[src/rtl/jpeg_pkg.sv]
// Shared JPEG decode-path definitions: block geometry, sequencer state
// encoding and the raster-to-zigzag index table used by inverse_zigzag.
package jpeg_pkg;

    localparam logic [2:0]  ZZ_ROW_OFFSET = 3'd2;
    localparam int unsigned ROWS_PER_BLK  = 8;
    localparam int unsigned COEFS_PER_BLK = 64;

    typedef enum logic {
        IZZ_IDLE,
        IZZ_EMIT
    } izz_state_t;

    // Zigzag index of the coefficient at raster position {row, col}
    localparam logic [5:0] ZZ_IDX [COEFS_PER_BLK] = '{
         0,  1,  5,  6, 14, 15, 27, 28,
         2,  4,  7, 13, 16, 26, 29, 42,
         3,  8, 12, 17, 25, 30, 41, 43,
         9, 11, 18, 24, 31, 40, 44, 53,
        10, 19, 23, 32, 39, 45, 52, 54,
        20, 22, 33, 38, 46, 51, 55, 60,
        21, 34, 37, 47, 50, 56, 59, 61,
        35, 36, 48, 49, 57, 58, 62, 63
    };

endpackage

[src/rtl/inverse_zigzag.sv]
// Combinational inverse zigzag: selects one raster row of a zigzag-ordered
// block; the row is encoded in address_in[2:0] with a +2 offset.
module inverse_zigzag
    import jpeg_pkg::*;
#(
    parameter int unsigned COEF_W = 8,
    parameter int unsigned ADDR_W = 15
) (
    input  logic [COEFS_PER_BLK*COEF_W-1:0] data_in,
    input  logic [ADDR_W-1:0]               address_in,
    output logic [ROWS_PER_BLK*COEF_W-1:0]  data_out
);

    logic [2:0] w_raster_row;
    logic [5:0] w_idx;
    // Upper address bits carry the block tag; row selection ignores them
    logic       w_unused_blk_tag;

    assign w_unused_blk_tag = ^address_in[ADDR_W-1:3];
    assign w_raster_row     = address_in[2:0] - ZZ_ROW_OFFSET;

    always_comb begin
        data_out = '0;
        w_idx    = '0;
        for (int unsigned c = 0; c < ROWS_PER_BLK; c++) begin
            w_idx = ZZ_IDX[{w_raster_row, c[2:0]}];
            data_out[(ROWS_PER_BLK-1-c)*COEF_W +: COEF_W] =
                data_in[(COEFS_PER_BLK-1-32'(w_idx))*COEF_W +: COEF_W];
        end
    end

endmodule

[src/rtl/izz_row_sequencer.sv]
// Accepts one zigzag block per handshake and emits its eight raster rows
// through inverse_zigzag, one row per output handshake.
module izz_row_sequencer
    import jpeg_pkg::*;
#(
    parameter int unsigned COEF_W    = 8,
    parameter int unsigned BLK_CNT_W = 12
) (
    input  logic                              clk,
    input  logic                              rst_n,
    input  logic                              flush,
    input  logic                              in_valid,
    output logic                              in_ready,
    input  logic [COEFS_PER_BLK*COEF_W-1:0]   in_block,
    output logic                              out_valid,
    input  logic                              out_ready,
    output logic [ROWS_PER_BLK*COEF_W-1:0]    out_row_data,
    output logic [2:0]                        out_row,
    output logic                              out_last,
    output logic [BLK_CNT_W+2:0]              zz_addr,
    output logic [BLK_CNT_W-1:0]              blk_cnt
);

    localparam logic [2:0] LAST_ROW = 3'(ROWS_PER_BLK - 1);

    izz_state_t                      r_state;
    izz_state_t                      w_state_nxt;
    logic [COEFS_PER_BLK*COEF_W-1:0] r_block;
    logic [2:0]                      r_row;
    logic [BLK_CNT_W-1:0]            r_blk_cnt;
    logic                            w_accept;
    logic                            w_out_hs;
    logic                            w_row_last;
    logic [2:0]                      w_row_sel;

    assign w_row_last = (r_row == LAST_ROW);
    // flush suppresses both handshakes so no block is taken and no row consumed
    assign w_out_hs   = (r_state == IZZ_EMIT) && out_ready && !flush;
    assign w_accept   = in_valid && in_ready;

    always_ff @(posedge clk or negedge rst_n) begin
        if (!rst_n) begin
            r_state   <= IZZ_IDLE;
            r_block   <= '0;
            r_row     <= '0;
            r_blk_cnt <= '0;
        end else begin
            r_state <= w_state_nxt;
            if (w_accept) begin
                r_block <= in_block;
            end
            if (flush || w_accept) begin
                r_row <= '0;
            end else if (w_out_hs && !w_row_last) begin
                r_row <= r_row + 3'd1;
            end
            if (w_out_hs && w_row_last) begin
                r_blk_cnt <= r_blk_cnt + 1'b1;
            end
        end
    end

    always_comb begin
        w_state_nxt = r_state;
        unique case (r_state)
            IZZ_IDLE: if (w_accept) w_state_nxt = IZZ_EMIT;
            IZZ_EMIT: begin
                if (flush) begin
                    w_state_nxt = IZZ_IDLE;
                end else if (w_out_hs && w_row_last) begin
                    w_state_nxt = w_accept ? IZZ_EMIT : IZZ_IDLE;
                end
            end
            default:  w_state_nxt = IZZ_IDLE;
        endcase
    end

    always_comb begin
        out_valid = (r_state == IZZ_EMIT);
        out_last  = (r_state == IZZ_EMIT) && w_row_last;
        in_ready  = !flush && ((r_state == IZZ_IDLE) ||
                               ((r_state == IZZ_EMIT) && out_ready && w_row_last));
        w_row_sel = r_row + ZZ_ROW_OFFSET;
        out_row   = r_row;
        blk_cnt   = r_blk_cnt;
        zz_addr   = {r_blk_cnt, w_row_sel};
    end

    inverse_zigzag #(
        .COEF_W (COEF_W),
        .ADDR_W (BLK_CNT_W + 3)
    ) u_inverse_zigzag (
        .data_in    (r_block),
        .address_in (zz_addr),
        .data_out   (out_row_data)
    );

endmodule

[config.mk]
export PLATFORM = sky130hd
export DESIGN_NAME = izz_row_sequencer
export DESIGN_NICKNAME = d
export VERILOG_FILES = /design/src/rtl/jpeg_pkg.sv /design/src/rtl/inverse_zigzag.sv /design/src/rtl/izz_row_sequencer.sv
export SDC_FILE = /design/constraint.sdc
export NUM_CORES = 2
export LEC_CHECK = 0
export CAP_MARGIN = 10
export CORE_AREA = 5 5 472 474
export CTS_BUF_LIST = sky130_fd_sc_hd__clkbuf_8
export CTS_CLUSTER_SIZE = 30
export DETAILED_ROUTE_END_ITERATION = 10
export DIE_AREA = 0 0 477 479
export PLACE_DENSITY_LB_ADDON = 0.3
export SYNTH_ARGS = -nofsm -noshare
export SYNTH_HDL_FRONTEND = slang
export SYNTH_SLANG_ARGS = --single-unit
[constraint.sdc]
create_clock -name clk -period 14.4 [get_ports clk]
set_clock_uncertainty 0.15 [all_clocks]
set_input_delay 2.88 -clock clk [delete_from_list [all_inputs] [get_ports clk]]
set_output_delay 2.88 -clock clk [all_outputs]
set_load 0.02 [all_outputs]
==> reports/metrics.csv <==
metric,value,unit
grt_pass1_wl,598000,um
critPathMaxStageDelay,1.30,ns
nets,6833,
via_count,65318,
drt_wl_total,465000,um
dieArea,228000,um^2
cts_buffer_depth,3,
syn_to_final_growth,21.3,%
yosysWarnings,0,
coreArea,218000,um^2
crit_type,flip-flop to output port,
drt-initial-drc-count,12277,
post-place-ws,3.37,ns
layout-drive-gt1-share,22.3,%
peakVddDrop,79.9,uV
timing.fmax,79.6,MHz
std_cell_rows,172,
ios,614,
slew_viol_final,0,
ys_types,90,
die_y,479,um
synthFlopType,dfrtp_1,
comb_power_share,44.9,%
rsz0062_at_grt,no,
drc,0,
clock_sinks,528,
fin_util,30.0,%
power.internal,0.00407,W
grt_antenna_before_repair,76,
worstPathCellList,inv_6 -> ha_4 -> buf_4 -> xnor2_4 -> buf_4 -> nand2_1 -> nand2_8 -> nor2_2 -> buf_4 -> a22o_1 -> nor4_1 -> buf_2 -> nor4_1 -> clkdlybuf4s50_1,
crit_path_end_kind,output port,
ant_nets,0,
syn-cell-area,54100,um^2
grt_start_max_net_pins,160,
finalCritPeriodShare,87.2,%
fin_crit,12.56,ns
synth.top_cell.area_share,24.4,%
die_w,477,um
synth_edf_count,0,
total_power,0.00832,W
cts_tree,built,
clockPowerShare,19.8,%
initial_core_util,24.7,%
arrival,9.53,ns
cts_resized,0,
yosysMostFrequentCell,o21ai_0,
portBuffers,613,
ys_seq_elements,528,
grt_pass1_vias,58656,
maxCapViolCount,0,
vias_per_cell,7.00,
power_leakage,22.8,nW
syn_inst,6065,
p_sw,0.00426,W
cp-start-kind,flip-flop,
path_clk_slew,0.06,ns
switching_share,51.2,%
fin_tns_setup,0,ns
hold_class,flip-flop to flip-flop,
cts_root_buf,clkbuf_8,
worst_slack,1.84,ns
post_drt_wl_per_cell,49.9,um
avgSynthCellArea,8.91,um^2
slowest_stage,nor2_2,
yosysSeqAreaShare,24.4,%
first_pass_iters,10,
grt_usage,38.6,%
seq_power_share,35.4,%
synth_fp_nets,6598,
postCtsHoldBufs,0,
outcome,finished clean,
post_cts.repair.setup_buffers,0,
finalSetupViolCount,0,
async_reset_ff_share,100,%
netlist.top_cell.by_area,dfrtp_1,
synth_top_cells_by_area,"dfrtp_1, mux4_2, mux2_2",
critPathMaxFanout,61,
cp_common_cell,buf_4,
grt.overflow.total,0,
hold_violations,0,
cp.required,11.37,ns
yosys-top-cells-count,"o21ai_0, nand2_1, dfrtp_1, mux2_2, clkbuf_1",
cts_made_buffers,101,
clk_latency,0.90,ns
slew_headroom,3.78,%
powerDensity,127,nW/um^2
gp_congestion,1.10,
tightestPinTransition,1.44,ns
hpwl,340000,um
h-tree-depth,3,
[final timing paths]
check                            start               end  slack [ns]  cells after the start
setup / recovery            out_row[1]  out_row_data[12]        1.84                     14
hold / removal             blk_cnt[11]       blk_cnt[11]        0.35                      1
setup reg to reg            out_row[0]       r_block[79]        8.26                     10
hold reg to reg            blk_cnt[11]       blk_cnt[11]        0.35                      1
max in group asynchronous        rst_n       r_block[10]        9.37                      4
min in group asynchronous        rst_n      r_block[363]        1.74                      1
[metal layers]
metal,track usage (%),wire [um]
met1,49.7,183000
met2,49.8,172000
met4,23.0,35900
met3,21.2,74400
met5,0,260
[layout make-up]
| cell class | count | area, um^2 |
|---|---|---|
| timing repair buffer | 902 | 8540 |
| clock inverter | 61 | 459 |
| tap | 2871 | 3590 |
| sequential | 528 | 13200 |
| multi-input combinational | 4707 | 37600 |
| inverter | 60 | 238 |
| antenna | 77 | 193 |
| fill | 22833 | 153000 |
| clock buffer | 127 | 1750 |
[placed cells by master, fill, tap and decap left out, drive strengths merged, types with 18 or more instances in the layout]
| cell | count |
|---|---|
| a211oi | 54 |
| a21o | 20 |
| a21oi | 329 |
| a221oi | 71 |
| a22o | 36 |
| a22oi | 90 |
| a311oi | 24 |
| a31oi | 71 |
| and2 | 18 |
| and3 | 28 |
| buf | 290 |
| clkbuf | 127 |
| clkdlybuf4s50 | 612 |
| dfrtp | 528 |
| diode | 77 |
| inv | 98 |
| mux2 | 480 |
| mux2i | 262 |
| mux4 | 361 |
| nand2 | 593 |
| nand2b | 40 |
| nand3 | 150 |
| nand4 | 56 |
| nor2 | 301 |
| nor2b | 62 |
| nor3 | 67 |
| nor4 | 52 |
| o2111ai | 51 |
| o211ai | 113 |
| o21ai | 630 |
| o21bai | 56 |
| o221ai | 200 |
| o22ai | 173 |
| o2bb2ai | 19 |
| or2 | 50 |
| or3 | 24 |
[worst max-delay path: cells and delay by family (launching register included)]
kind,cells,cell delay (ns)
simple gates,5,3.63
buf+inv,6,2.74
flops,1,0.88
fa+ha+maj,1,0.68
compound gates,1,0.44
xor+xnor,1,0.08
[flip-flops by register name, summed over array words and instances, names as in the netlist]
| register | count |
|---|---|
| blk_cnt | 12 |
| r_block | 512 |
| out_valid | 1 |
| out_row | 3 |
[metrics by stage]
stage               hold WS, ns  instance area (um^2)  cells
finish                    0.346                 65600   9333
global route              0.369                 65500   9295
CTS                       0.352                 65400   9255
detailed placement        0.340                 63200   9067
global placement          0.336                 63100   9061
floorplan                 0.383                 54100   6065
[kinds of logic (layout without fill, tap and decap cells)]
logic type	count (synthesis)	count (layout)	synth area share [%]
mux	1103	1103	29.9
compound gates	2097	2097	25.5
simple gates	1474	1474	12.6
other cells	0	77	0
buf+inv	830	1150	6.80
fa+ha+maj	17	17	0.389
flops	528	528	24.4
xor+xnor	16	16	0.329
[power groups by stage]
stage | Sequential [W] | Combinational (W) | Clock [W]
final | 0.00294 | 0.00373 | 0.00165
after global routing | 0.00285 | 0.00374 | 0.00177
after CTS | 0.00279 | 0.00351 | 0.00170
after detailed placement | 0.00282 | 0.00349 | 0
after global placement | 0.00283 | 0.00349 | 0
after floorplan | 0.00206 | 0.00194 | 0
(Power assumes the default switching activity.)
